## src/rtl/clk_switch_pkg.sv

```systemverilog
// Shared types and reset constants for the glitch-free clock switch controller.
package clk_switch_pkg;

  typedef enum logic [1:0] {
    ST_RUN    = 2'd0,
    ST_DRAIN  = 2'd1,
    ST_UPDATE = 2'd2,
    ST_ARM    = 2'd3
  } state_t;

  localparam logic DEFAULT_SEL    = 1'b1;
  localparam int   DEFAULT_FACTOR = 0;

endpackage

```

## src/rtl/clk_switch_ctrl_div.sv

```systemverilog
// Divided-clock channel: counter, factor register and registered toggle output.
// A synchronous load reloads the factor and forces counter and output to zero.
module clk_div_channel
  import clk_switch_pkg::*;
#(
  parameter int FACTOR_W = 3,
  parameter int CNT_W    = 4
) (
  input  logic                clk,
  input  logic                rst_n,
  input  logic                load,
  input  logic [FACTOR_W-1:0] factor_in,
  output logic                clk_div,
  output logic                clk_div_next
);

  logic [CNT_W-1:0]    cnt;
  logic [CNT_W-1:0]    cnt_next;
  logic [FACTOR_W-1:0] factor;
  logic [FACTOR_W-1:0] factor_next;

  // clk_div_next is exported so the parent can register clk_out in phase with clk_div.
  always_comb begin
    factor_next  = factor;
    cnt_next     = cnt + CNT_W'(1);
    clk_div_next = clk_div;
    if (load) begin
      factor_next  = factor_in;
      cnt_next     = '0;
      clk_div_next = 1'b0;
    end else if (cnt == CNT_W'(factor)) begin
      cnt_next     = '0;
      clk_div_next = ~clk_div;
    end
  end

  always_ff @(posedge clk) begin
    if (!rst_n) begin
      factor  <= FACTOR_W'(DEFAULT_FACTOR);
      cnt     <= '0;
      clk_div <= 1'b0;
    end else begin
      factor  <= factor_next;
      cnt     <= cnt_next;
      clk_div <= clk_div_next;
    end
  end

endmodule

```

## src/rtl/clk_switch_ctrl.sv

```systemverilog
// Glitch-free clock switch / divider reconfiguration controller.
// Optional CLK_SWITCH_STATUS_EN adds the sw_count completed-switch counter.
module clk_switch_ctrl
  import clk_switch_pkg::*;
#(
  parameter int FACTOR_W = 3,
  parameter int CNT_W    = 4
) (
  input  logic                clk,
  input  logic                rst_n,
  input  logic                enable,
  // cfg handshake: a configuration transfers on a posedge where cfg_valid && cfg_ready;
  // the source holds cfg_* stable while cfg_valid is high and cfg_ready is low.
  input  logic                cfg_valid,
  output logic                cfg_ready,
  input  logic                cfg_sel,
  input  logic [FACTOR_W-1:0] cfg_div_a,
  input  logic [FACTOR_W-1:0] cfg_div_b,
  output logic                clk_a,
  output logic                clk_b,
  output logic                clk_out,
  output logic                sw_done,
  output logic                busy,
`ifdef CLK_SWITCH_STATUS_EN
  output logic [7:0]          sw_count,
`endif
  output state_t              state_dbg
);

  state_t              state;
  state_t              state_next;
  logic                sel_q;
  logic                sel_next;
  logic                gate_q;
  logic                gate_next;
  logic                load;
  logic                sw_done_next;
  logic                pend_sel;
  logic [FACTOR_W-1:0] pend_a;
  logic [FACTOR_W-1:0] pend_b;
  logic                clk_a_next;
  logic                clk_b_next;
  logic                src;
  logic                src_next;

  clk_div_channel #(.FACTOR_W(FACTOR_W), .CNT_W(CNT_W)) u_chan_a (
    .clk          (clk),
    .rst_n        (rst_n),
    .load         (load),
    .factor_in    (pend_a),
    .clk_div      (clk_a),
    .clk_div_next (clk_a_next)
  );

  clk_div_channel #(.FACTOR_W(FACTOR_W), .CNT_W(CNT_W)) u_chan_b (
    .clk          (clk),
    .rst_n        (rst_n),
    .load         (load),
    .factor_in    (pend_b),
    .clk_div      (clk_b),
    .clk_div_next (clk_b_next)
  );

  assign cfg_ready = (state == ST_RUN);
  assign busy      = ~cfg_ready;
  assign state_dbg = state;
  assign src       = sel_q ? clk_a : clk_b;
  assign src_next  = sel_next ? clk_a_next : clk_b_next;

  // The gate only changes while the selected source is low, so no runt pulse escapes.
  always_comb begin
    state_next   = state;
    sel_next     = sel_q;
    gate_next    = gate_q;
    load         = 1'b0;
    sw_done_next = 1'b0;
    case (state)
      ST_RUN: begin
        gate_next = enable ? (gate_q | ~src) : (gate_q & src);
        if (cfg_valid) state_next = ST_DRAIN;
      end
      ST_DRAIN: begin
        if (!src) begin
          gate_next  = 1'b0;
          state_next = ST_UPDATE;
        end
      end
      ST_UPDATE: begin
        load       = 1'b1;
        sel_next   = pend_sel;
        state_next = ST_ARM;
      end
      ST_ARM: begin
        gate_next    = enable;
        sw_done_next = 1'b1;
        state_next   = ST_RUN;
      end
      default: state_next = ST_RUN;
    endcase
  end

  always_ff @(posedge clk) begin
    if (!rst_n) begin
      state    <= ST_RUN;
      sel_q    <= DEFAULT_SEL;
      gate_q   <= 1'b0;
      clk_out  <= 1'b0;
      sw_done  <= 1'b0;
      pend_sel <= DEFAULT_SEL;
      pend_a   <= FACTOR_W'(DEFAULT_FACTOR);
      pend_b   <= FACTOR_W'(DEFAULT_FACTOR);
    end else begin
      state   <= state_next;
      sel_q   <= sel_next;
      gate_q  <= gate_next;
      clk_out <= gate_next & src_next;
      sw_done <= sw_done_next;
      if (cfg_valid && cfg_ready) begin
        pend_sel <= cfg_sel;
        pend_a   <= cfg_div_a;
        pend_b   <= cfg_div_b;
      end
    end
  end

`ifdef CLK_SWITCH_STATUS_EN
  always_ff @(posedge clk) begin
    if (!rst_n) sw_count <= 8'd0;
    else if (sw_done) sw_count <= sw_count + 8'd1;
  end
`endif

endmodule

```

## config.mk

```make
export PLATFORM = sky130hd
export DESIGN_NAME = clk_switch_ctrl
export DESIGN_NICKNAME = d
export VERILOG_FILES = /design/src/rtl/clk_switch_pkg.sv /design/src/rtl/clk_switch_ctrl_div.sv /design/src/rtl/clk_switch_ctrl.sv
export SDC_FILE = /design/constraint.sdc
export NUM_CORES = 1
export LEC_CHECK = 0
export BUFFER_PORTS_ARGS = -buffer_cell sky130_fd_sc_hd__buf_2
export CORE_UTILIZATION = 40
export DETAILED_ROUTE_END_ITERATION = 8
export GPL_ROUTABILITY_DRIVEN = 0
export PLACE_DENSITY = 0.58
export SYNTH_ARGS = -nofsm -noshare
export SYNTH_HDL_FRONTEND = slang
export SYNTH_SLANG_ARGS = --single-unit
```

## constraint.sdc

```tcl
create_clock -name clk -period 1.5 [get_ports clk]
set_input_delay 0 -clock clk [delete_from_list [all_inputs] [get_ports clk]]
set_output_delay 0 -clock clk [all_outputs]
set_load 0.005 [all_outputs]
```

# Yosys cells after proc, flatten, opt, wreduce, memory -nomap -nowiden
# Cells that the tools add are included.
dict set report classes {
  n_addsub 2
  eq_ne 7
  mux 15
  n_bitwise 8
  reduce_logical 5
}
# operator count
set ops {}
lappend ops {{2-to-1 mux 1 bit} 11}
lappend ops {{adder 4 x 1 -> 4 bit, second input constant} 2}
lappend ops {{== test 4 x 3 -> 1 bit} 2}
lappend ops {{case mux 2 bit (4 select lines)} 1}
lappend ops {{OR reduction 3 bit} 2}
lappend ops {{NOT 1 bit} 5}
lappend ops {{== test 2 bit, second input constant} 2}
lappend ops {{2-to-1 mux 2 bit} 2}
lappend ops {{!= test 2 bit, second input constant} 2}
lappend ops {{case mux 1 bit (3 select lines)} 1}
lappend ops {{AND 1 bit} 2}
lappend ops {{== test 2 x 1 -> 1 bit, second input constant} 1}
lappend ops {{logical NOT 2 bit} 1}
lappend ops {{AND reduction 2 bit} 1}
lappend ops {{logical AND 1 bit} 1}
lappend ops {{OR 1 bit} 1}
dict set report word_totals {
  register_bits 29
  in_bits 11
}

# Depth between registers and ports, before layout
# Gate-level depths: netlist (run 1).
dict set report depth {
  word_depth 6
  mapped_depth 6
}

# Cells and area by module
# A second synthesis (run 1) with hierarchy kept.
dict set report unflattened {
  cells_unflattened 140
  hier_area_um2 1398.8
}
# module instances cells_each area_each_um2 seq_area_each_um2
set modules_own_cells {}
lappend modules_own_cells {clk_div_channel 2 37 395.4 160.2}
lappend modules_own_cells {clk_switch_ctrl 1 66 608.1 260.2}

# Worst setup path after synthesis (run 1)
# Ideal clock, no wire load.
dict set report synth_timing {
  kind {reg-to-reg}
  from {register state[0] (netlist: state_dbg[0])}
  to {register gate_q}
  arrival_time_ns 1.317
  required_ns 1.378
  slack_ns 0.061
  path_stages_with_launch 7
  synth_period_minus_slack_ns 1.439
  cell_sequence {dfxtp_1 -> inv_1 -> ha_1 -> clkbuf_1 -> a21o_1 -> a32oi_1 -> inv_1}
}
dict set report synth_via {
  elab_chain_cells 2
  elab_cells_between_ends 4
  cone_classes {eq/ne (2); mux (1); reduce/logical (1)}
}
# item line
set synth_lines {}
lappend synth_lines {{start, declared} clk_switch_ctrl.sv:30} ;# state_t state;
lappend synth_lines {{start signal, assigned} clk_switch_ctrl.sv:113} ;# state <= state_next;
lappend synth_lines {{logical NOT 2 bit} --}
lappend synth_lines {{net cfg_ready} clk_switch_ctrl.sv:15} ;# output logic cfg_ready,
lappend synth_lines {{case mux 1 bit (3 select lines)} clk_switch_ctrl.sv:77} ;# case (state)
lappend synth_lines {{end signal, assigned} clk_switch_ctrl.sv:115} ;# gate_q <= gate_next;
lappend synth_lines {{end, declared} clk_switch_ctrl.sv:34} ;# logic gate_q;
# The timed path passes the listed nets, and every way through them passes these cells.
# A chain may end at the register's enable or synchronous reset.

# Final worst setup path (run 1)
dict set report layout_timing {
  from {register u_chan_a.cnt[1]}
  to {register clk_out}
}
dict set report layout_via {
  elab_chain_cells 5
}
# item line
set layout_lines {}
lappend layout_lines {{start, declared} clk_switch_ctrl_div.sv:17} ;# logic [CNT_W-1:0] cnt;
lappend layout_lines {{start signal, assigned} clk_switch_ctrl_div.sv:44} ;# cnt <= cnt_next;
lappend layout_lines {{== test 4 x 3 -> 1 bit} clk_switch_ctrl_div.sv:31} ;# end else if (cnt == CNT_W'(factor)) begin
lappend layout_lines {{2-to-1 mux 1 bit} clk_switch_ctrl_div.sv:31}
lappend layout_lines {{2-to-1 mux 1 bit} clk_switch_ctrl_div.sv:27} ;# if (load) begin
lappend layout_lines {{2-to-1 mux 1 bit} clk_switch_ctrl.sv:68} ;# assign src_next = sel_next ? clk_a_next : clk_b_next;
lappend layout_lines {{AND 1 bit} clk_switch_ctrl.sv:116} ;# clk_out <= gate_next & src_next;
lappend layout_lines {{end signal, assigned} clk_switch_ctrl.sv:116}
lappend layout_lines {{end, declared} clk_switch_ctrl.sv:21} ;# output logic clk_out,
# Every way passes these cells.

==> qor.yml, run 1 <==
cap_violations: 0
area_growth_syn_to_layout_pct: 24.8
slew_headroom: 0.757
grt_overflow_total: 0
coreArea_um2: 3050
crit_arrival_ps: 1690
rsz0062_at_grt: "true"
grt_pass1_wl_um: 4090
synth_area_leaders: "dfxtp_1 45%, mux2i_1 7.7%, ha_1 5.8%"
rrSetupSlack_ps: 70
path_class: "flip-flop to flip-flop"
placed_area_um2: 1450
fin_nets: 181
critical_path.max_fanout: 3
hpwl_um: 1740
synth_top_area_frac: 0.449
hp-class: "input port to flip-flop"
finalHoldViolCount: 0
port_buffers: 18
ys_seq_area_frac: 0.449
clockRootBuffer: "clkbuf_4"
cts_buffers: 5
drtIter0Drc: 26
endpoint_kind: "flip-flop"
critPathLaunchType: "flip-flop"
wl_per_cell_um: 11.4
via_per_inst: 4.65
skew_ps: 11.2
fp.dieH_um: 58.8
synth_warnings: 0
synthesis.nets: 149
fin_worst_hold_slack_ps: 43.3
cts_tree: "yes"
fp-row-count: 20
drt-pass1-iter-count: 4
postSynthAreaPerCell_um2: 9.79
final_cell_count_no_fill: 209
cts_sinks: 29
dieArea_um2: 3460
status: "finished, final reports clean"
grt_use_total: 0.161
clock_path_buffers: 2
setup_viol: 0
drc_errors: 0
slew_viol_final: 0
clkSlewWorstSetupHoldPaths_ps: 100
tightest_slew_ps: 355
vdd_drop_max_mv: 0.998
ios: 19
period_minus_slack_ps: 1430
synth_edf_count: 0
power_mw: 2.57
antenna_found_initial: 0
dpl.cell_count: 193
fp.dieW_um: 58.8
clock_latency_ps: 320
synthFlopType: "dfxtp_1"
required_ps: 1750
drive_gt1_frac: 0.236
p_leak_nw: 0.741
postRouteAntennaNets: 0
fillers: 299
ys_ff_latch: 29
grt_pass1_vias: 872
synth_area_leader_cell: "dfxtp_1"
powerDensity_nw_per_um2: 1600
yosysMostFrequentCell: "dfxtp_1"
final_area_um2: 1610
synthArstFlopShare: 0
finalSetupTns_ps: 0
grt_max_degree: 21
period_share: 0.957
wl_um: 2390
synth_cells: 132
n_antenna_cell: 0
synthTopCellsByCount: "29 x dfxtp_1, 13 x nor2_1, 10 x mux2i_1, 10 x nand2_1, 10 x nand3_1"
fmax_mhz: 697
vias: 972
synthDistinctLibCells: 26
start_util: 0.423
synth_area_um2: 1290
h-tree-depth: 2
==> cells in the final DEF, fill, tap and decap left out, types with 2 or more instances in the layout <==
| master | n |
|---|---|
| buf_2 | 18 |
| nor2b_1 | 8 |
| xnor2_1 | 4 |
| buf_4 | 4 |
| xor2_1 | 8 |
| a21boi_0 | 6 |
| inv_1 | 7 |
| nand3_1 | 10 |
| nand2b_1 | 2 |
| nand2_1 | 10 |
| dfxtp_1 | 28 |
| mux2i_1 | 10 |
| clkbuf_8 | 2 |
| nor2_1 | 13 |
| clkbuf_4 | 5 |
| ha_1 | 5 |
| dlygate4sd3_1 | 8 |
| or2_2 | 2 |
| nor4_4 | 2 |
==> routing by layer <==
metal  vias to the layer above  share of wire  track usage
met2                        18           0.45        0.235
met5                         -              0            0
met1                       442           0.50        0.217
met4                         0         0.0096       0.0612
met3                         4          0.041       0.0593
li1                        508              -            -
==> registers in the layout, summed over array words and instances, names as in the netlist <==
register          cells
sw_done               1
clk_out               1
sel_q                 1
u_chan_b.factor       3
state_dbg             2
pend_sel              1
u_chan_b.cnt          4
u_chan_a.cnt          4
u_chan_a.factor       3
pend_b                3
u_chan_a.clk_div      1
u_chan_b.clk_div      1
gate_q                1
pend_a                3
==> where the power goes <==
part | total (mW) | internal (mW) | switching (mW)
sequential | 1.02 | 0.909 | 0.106
clock | 0.533 | 0.271 | 0.262
combinational | 1.03 | 0.514 | 0.511
total | 2.57 | 1.70 | 0.878
==> critical path, stage by stage (launching register included) <==
cell and delay, ps:
dfxtp_1 350, xor2_1 170, nor4_4 340, mux2_4 340, a211oi_2 170
==> cell families (layout without fill, tap and decap cells) <==
kind of cell / count (synthesis) / after routing / share of synthesized area
fa+ha+maj: 6 / 6 / 0.0581
flops: 29 / 29 / 0.449
simple gates: 49 / 49 / 0.208
compound gates: 13 / 13 / 0.0813
mux: 11 / 11 / 0.0862
buf+inv: 12 / 45 / 0.0358
xor+xnor: 12 / 12 / 0.0813
==> path summary, 6_finish.rpt <==
| check | from | end | cells past startpoint |
|---|---|---|---|
| max | u_chan_a.cnt[1] | clk_out | 4 |
| min | cfg_valid | pend_a[1] | 3 |
| max reg2reg | u_chan_a.cnt[1] | clk_out | 4 |
| min reg2reg | pend_sel | pend_sel | 2 |
==> area by class of cell <==
class	count	area, µm²	area share
tap	44	55.1	0.0341
inverter	7	26.3	0.0163
clock inverter	1	5.00	0.00310
clock buffer	7	65.1	0.0403
sequential	29	582	0.361
multi-input combinational	91	679	0.421
timing repair buffer	30	200	0.124
==> per-stage QoR <==
| step | worst slack, ps | util |
|---|---|---|
| finish | 65.2 | 0.528 |
| CTS | 24.1 | 0.523 |
| detailed placement | 45.7 | 0.474 |
| global route | -3.26 | 0.528 |
| floorplan | 61.2 | - |
| global placement | 77.4 | 0.474 |
==> repair_timing <==
item | 4_1_cts | 5_1_grt
gates resized for setup | 0 | 4
hold buffers | 8 | 0
buffers inserted | 0 | 0
hold endpoints to repair | 8 | 0
setup endpoints to repair | 0 | 3
No activity file was read; power rests on OpenSTA's default activity.
==> run 2, diff against run 1 <==
Settings changed: RECOVER_POWER from default to 25.
==> run 2 against run 1 <==
Die area unchanged. First-iteration DRC count stayed put. Critical path depth stayed put. Hold slack barely moved. Sequential cell count unchanged. Largest cell class unchanged. Count of clock-buffer cells in the layout did not move. Power down 0.58%.
==> qor.yml, run 2 (same netlist as run 1, synthesis figures left out) <==
cts_tree: "yes"  # unchanged
placed_area_um2: 1450  # unchanged
port_buffers: 18  # unchanged
mostFrequentLayoutCell: "dfxtp_1"  # unchanged
fin_nets: 181  # unchanged
path_cells: "xor2_1 > nor4_4 > mux2_4 > a211oi_2"  # unchanged
tightest_slew_ps: 355  # about the same
endpoint_kind: "flip-flop"  # unchanged
postRouteAntennaNets: 0  # unchanged
slew_headroom: 0.757  # unchanged
dieArea_um2: 3460  # unchanged
rrSetupSlack_ps: 70  # about the same
h-tree-depth: 2  # unchanged
via_per_inst: 4.65  # about the same
vias: 971  # was 972
layout_common_cells: "28 x dfxtp_1, 16 x buf_2, 13 x nor2_1"  # was 28 x dfxtp_1, 18 x buf_2, 13 x nor2_1
vdd_drop_max_mv: 0.996  # was 0.998 mV
path_class: "flip-flop to flip-flop"  # unchanged
crit_arrival_ps: 1690  # about the same
rsz0062_at_grt: "true"  # unchanged
period_share: 0.957  # about the same
antenna_found_initial: 0  # unchanged
ff2ff_path_depth: 4  # unchanged
clkSlewWorstSetupHoldPaths_ps: 100  # about the same
cts_sinks: 29  # unchanged
drive_gt1_frac: 0.218  # was 0.236
clock_path_buffers: 2  # unchanged
cts_buffers: 5  # unchanged
drt-pass1-iter-count: 4  # unchanged
start_util: 0.423  # unchanged
grt_pass1_wl_um: 4090  # unchanged
critical_path.max_fanout: 3  # unchanged
fp.dieH_um: 58.8  # unchanged
coreArea_um2: 3050  # unchanged
period_minus_slack_ps: 1430  # about the same
drtIter0Drc: 26  # unchanged
status: "finished, final reports clean"  # unchanged
fin_worst_hold_slack_ps: 43.2  # was 43.3 ps
fp-row-count: 20  # unchanged
clockRootBuffer: "clkbuf_4"  # unchanged
skew_ps: 11.2  # unchanged
min_to: "pend_a[1]"  # unchanged
wl_per_cell_um: 11.4  # about the same
grt_pass1_vias: 872  # unchanged
hp-class: "input port to flip-flop"  # unchanged
n_antenna_cell: 0  # unchanged
hpwl_um: 1740  # unchanged
slew_viol_final: 0  # unchanged
post-cts-setup-buffers: 0  # unchanged
fp.dieW_um: 58.8  # unchanged
hold_depth: 3  # unchanged
crit-reg2reg-launch: "u_chan_a.cnt[1]"  # unchanged
setup_viol: 0  # unchanged
hp-start: "cfg_valid"  # unchanged
reg_top3: "u_chan_a.cnt (4), u_chan_b.cnt (4)"  # unchanged
grt_use_total: 0.161  # unchanged
slowest_delay_ps: 350  # about the same
ios: 19  # unchanged
final_area_um2: 1610  # about the same
postLayoutCoreUtil: 0.526  # was 0.528
critPathLaunchType: "flip-flop"  # unchanged
grt_max_degree: 21  # unchanged
cap_violations: 0  # unchanged
r2r_end: "clk_out"  # unchanged
grt_overflow_total: 0  # unchanged
finalHoldViolCount: 0  # unchanged
wl_um: 2390  # about the same
cpMaxStageDelayCell: "dfxtp_1"  # unchanged
drc_errors: 0  # unchanged
required_ps: 1750  # about the same
fmax_mhz: 697  # unchanged
p_leak_nw: 0.729  # was 0.741 nW
clock_latency_ps: 320  # about the same
powerDensity_nw_per_um2: 1590  # was 1600 nW/µm²
finalSetupTns_ps: 0  # unchanged
area_growth_syn_to_layout_pct: 24.3  # was 24.8%
[run 2: metrics by stage]
stage               setup slack, ps  instances  power [mW]
floorplan                      61.2        132        1.70
global placement               77.4        193        2.00
detailed placement             45.7        193        2.01
CTS                            24.1        209        2.58
global route                  -3.26        209        2.76
finish                         65.2        209        2.56
[run 2: critical path: cells and delay by family, from the launching register on]
| family | cells | cell delay (ps) |
|---|---|---|
| DFF | 1 | 350 |
| muxes | 1 | 340 |
| AOI/OAI and AO/OA | 1 | 170 |
| xor gates and xnor gates | 1 | 170 |
| and+or+nand+nor | 1 | 340 |
[run 2: metal layers]
metal	GRT usage	part of all wire	wire [µm]
met3	0.0593	0.041	98
met4	0.0612	0.0096	23
met2	0.235	0.45	1080
met5	0	0	0
met1	0.217	0.50	1190
[run 2: where the power goes]
group	switching, mW	internal [mW]
clock network	0.261	0.271
registers	0.106	0.909
logic	0.511	0.500
[run 2: repair_timing]
item / in CTS / in global routing
endpoints found under the setup margin: 0 / 3
hold buffers: 8 / 0
resized for setup: 0 / 4
hold endpoints to repair: 8 / 0
[run 2: how the worst max path moves through the flow]
stage                  startpoint       to  slack (ps)  cells past startpoint
2_1_floorplan        state_dbg[0]   gate_q          60                      6
3_3_place_gp      u_chan_a.cnt[0]  clk_out          80                      4
3_5_place_dp      u_chan_a.cnt[0]  clk_out          50                      4
4_1_cts           u_chan_a.cnt[0]  clk_out          20                      4
5_1_grt        u_chan_a.factor[1]  clk_out          -3                      4
6_report          u_chan_a.cnt[1]  clk_out          70                      4
[run 2: layout make-up]
cell class	instances	area (µm²)
fill	300	1450
multi-input combinational	91	679
sequential	29	582
timing repair buffer	30	194
clock buffer	7	65.1
tap	44	55.1
inverter	7	26.3
clock inverter	1	5.00
==> run 3, diff against run 2 <==
Clock period 1.5 ns to 1.9 ns, I/O delays scaled along.
==> run 3 against run 2 <==
Power down 25%. Wire length down 0.75%. Combinational power down 29%. Maximum frequency down 7.0%. Sequential power down 20%. Final area down 3.0%. Clock skew down 7.5 ps. Die area unchanged. Clock power down 30%. Global-route usage down 0.15 points. Count of clock-buffer cells in the layout unchanged. Sequential share of layout area up 1.1 points. Largest power group unchanged. Highest routed layer unchanged.
==> qor.yml, run 3 (same netlist as run 1, synthesis figures left out) <==
worst_path_dominant_cell_family: "adder cells"  # was flip-flops
layout_common_cells: "29 x dfxtp_1, 16 x buf_2, 13 x nor2_1"  # was 28 x dfxtp_1, 16 x buf_2, 13 x nor2_1
area_growth_syn_to_layout_pct: 20.5  # was 24.3%
clkSlewWorstSetupHoldPaths_ps: 80  # was 100 ps
grt_pass1_vias: 874  # was 872
port_buffers: 18  # unchanged
hp-class: "input port to flip-flop"  # unchanged
slew_headroom: 0.723  # was 0.757
required_ps: 2120  # was 1750 ps
grt_overflow_total: 0  # unchanged
fin_nets: 178  # was 181
vias: 937  # was 971
wl_per_cell_um: 11.6  # was 11.4 µm
vdd_drop_max_mv: 0.744  # was 0.996 mV
setup_viol: 0  # unchanged
post-place-ws_ps: 350  # was 45.7 ps
antenna_found_initial: 0  # unchanged
h-tree-depth: 2  # unchanged
dieArea_um2: 3460  # unchanged
start_util: 0.423  # unchanged
ctsResizeCount: 0  # unchanged
placed_area_um2: 1430  # was 1450 µm²
via_per_inst: 4.57  # was 4.65
path_cells: "inv_1 > ha_1 > inv_1 > o22a_1 > mux2i_1 > nor2b_1"  # was xor2_1 > nor4_4 > mux2_4 > a211oi_2
cts_buffers: 5  # unchanged
crit_arrival_ps: 1760  # was 1690 ps
fp.dieW_um: 58.8  # unchanged
hpwl_um: 1690  # was 1740 µm
critical_path.max_fanout: 13  # was 3
grt_use_total: 0.160  # was 0.161
ios: 19  # unchanged
cts_tree: "yes"  # unchanged
skew_ps: 3.76  # was 11.2 ps
endpoint_kind: "flip-flop"  # unchanged
grt_pass1_wl_um: 3980  # was 4090 µm
powerDensity_nw_per_um2: 1220  # was 1590 nW/µm²
cpMaxStageDelayCell: "ha_1"  # was dfxtp_1
clock_path_buffers: 2  # unchanged
drtIter0Drc: 26  # unchanged
grt_max_degree: 21  # unchanged
clock_latency_ps: 320  # about the same
clockRootBuffer: "clkbuf_4"  # unchanged
slew_viol_final: 0  # unchanged
slowest_delay_ps: 410  # was 350 ps
cts_sinks: 29  # unchanged
postLayoutCoreUtil: 0.510  # was 0.526
postRouteAntennaNets: 0  # unchanged
critPathLaunchType: "flip-flop"  # unchanged
n_antenna_cell: 0  # unchanged
drive_gt1_frac: 0.180  # was 0.218
period_minus_slack_ps: 1540  # was 1430 ps
finalSetupTns_ps: 0  # unchanged
path_class: "flip-flop to flip-flop"  # unchanged
cap_violations: 0  # unchanged
drt-pass1-iter-count: 4  # unchanged
tightest_slew_ps: 415  # was 355 ps
reg_top3: "u_chan_a.cnt (4), u_chan_b.cnt (4)"  # unchanged
period_share: 0.812  # was 0.957
fin_ws_ps: 358  # was 65.2 ps
wl_um: 2370  # was 2390 µm
drc_errors: 0  # unchanged
finalHoldViolCount: 0  # unchanged
final_area_um2: 1560  # was 1610 µm²
post-cts-setup-buffers: 0  # unchanged
status: "finished, final reports clean"  # unchanged
fp.dieH_um: 58.8  # unchanged
rsz0062_at_grt: "false"  # was true
coreArea_um2: 3050  # unchanged
mostFrequentLayoutCell: "dfxtp_1"  # unchanged
fmax_mhz: 648  # was 697 MHz
path_buf_inv: 2  # was 0
fp-row-count: 20  # unchanged
p_leak_nw: 0.702  # was 0.729 nW
path_common_cell: "inv_1"
run 3: cell count changes in the layout (fill, tap and decap cells not counted):
cell,change
clkinv_2,-1
buf_4,-2
dfxtp_2,-1
clkbuf_8,-1
mux2_2,+1
dfxtp_1,+1
a32oi_1,+1
ha_2,-1
ha_1,+1
mux2_4,-1
a32oi_2,-1
run 3: worst register-to-register path, delay by kind of cell, from the launching register on:
kind,cells,cell delay [ps]
AOI/OAI and AO/OA,1,260
adders and majority gates,1,410
buffers and inverters,2,200
DFF,1,350
muxes,1,160
and+or+nand+nor,1,60
run 3: worst paths after layout:
kind | start | endpoint | slack (ps) | cells past startpoint
hold / removal | cfg_valid | pend_b[2] | 30 | 3
hold reg to reg | pend_b[0] | pend_b[0] | 460 | 2
setup reg to reg | state_dbg[0] | state_dbg[1] | 360 | 6
setup / recovery | state_dbg[0] | state_dbg[1] | 360 | 6
run 3: per-stage QoR:
| stage | hold WS, ps | std cells | power (mW) |
|---|---|---|---|
| 2_1_floorplan | 148 | 132 | 1.34 |
| 3_3_place_gp | 246 | 190 | 1.53 |
| 3_5_place_dp | 251 | 190 | 1.55 |
| 4_1_cts | 24.3 | 205 | 1.93 |
| 5_1_grt | 30.4 | 205 | 2.06 |
| 6_report | 27.7 | 205 | 1.91 |
run 3: timing repair:
item,in CTS,in global routing
hold buffers,8,0
hold endpoints to repair,8,0
endpoints found under the setup margin,0,0
run 3: report_power, final:
part	total, mW	internal [mW]	switching [mW]	leakage, nW
clock network	0.373	0.174	0.199	0.0314
logic	0.719	0.351	0.367	0.434
registers	0.814	0.718	0.0966	0.236
total	1.91	1.24	0.663	0.702
run 3: area by class of cell:
| class | count | area [µm²] |
|---|---|---|
| inverter | 7 | 26.3 |
| clock buffer | 7 | 55.1 |
| sequential | 29 | 581 |
| multi-input combinational | 91 | 666 |
| fill | 300 | 1500 |
| tap | 44 | 55.1 |
| timing repair buffer | 27 | 175 |
run 3: metal layers:
metal | part of all wire | vias up | track usage
met5 | 0 | - | 0
met3 | 0.034 | 8 | 0.0462
met1 | 0.46 | 420 | 0.187
li1 | - | 493 | -
met2 | 0.48 | 16 | 0.256
met4 | 0.026 | 0 | 0.102
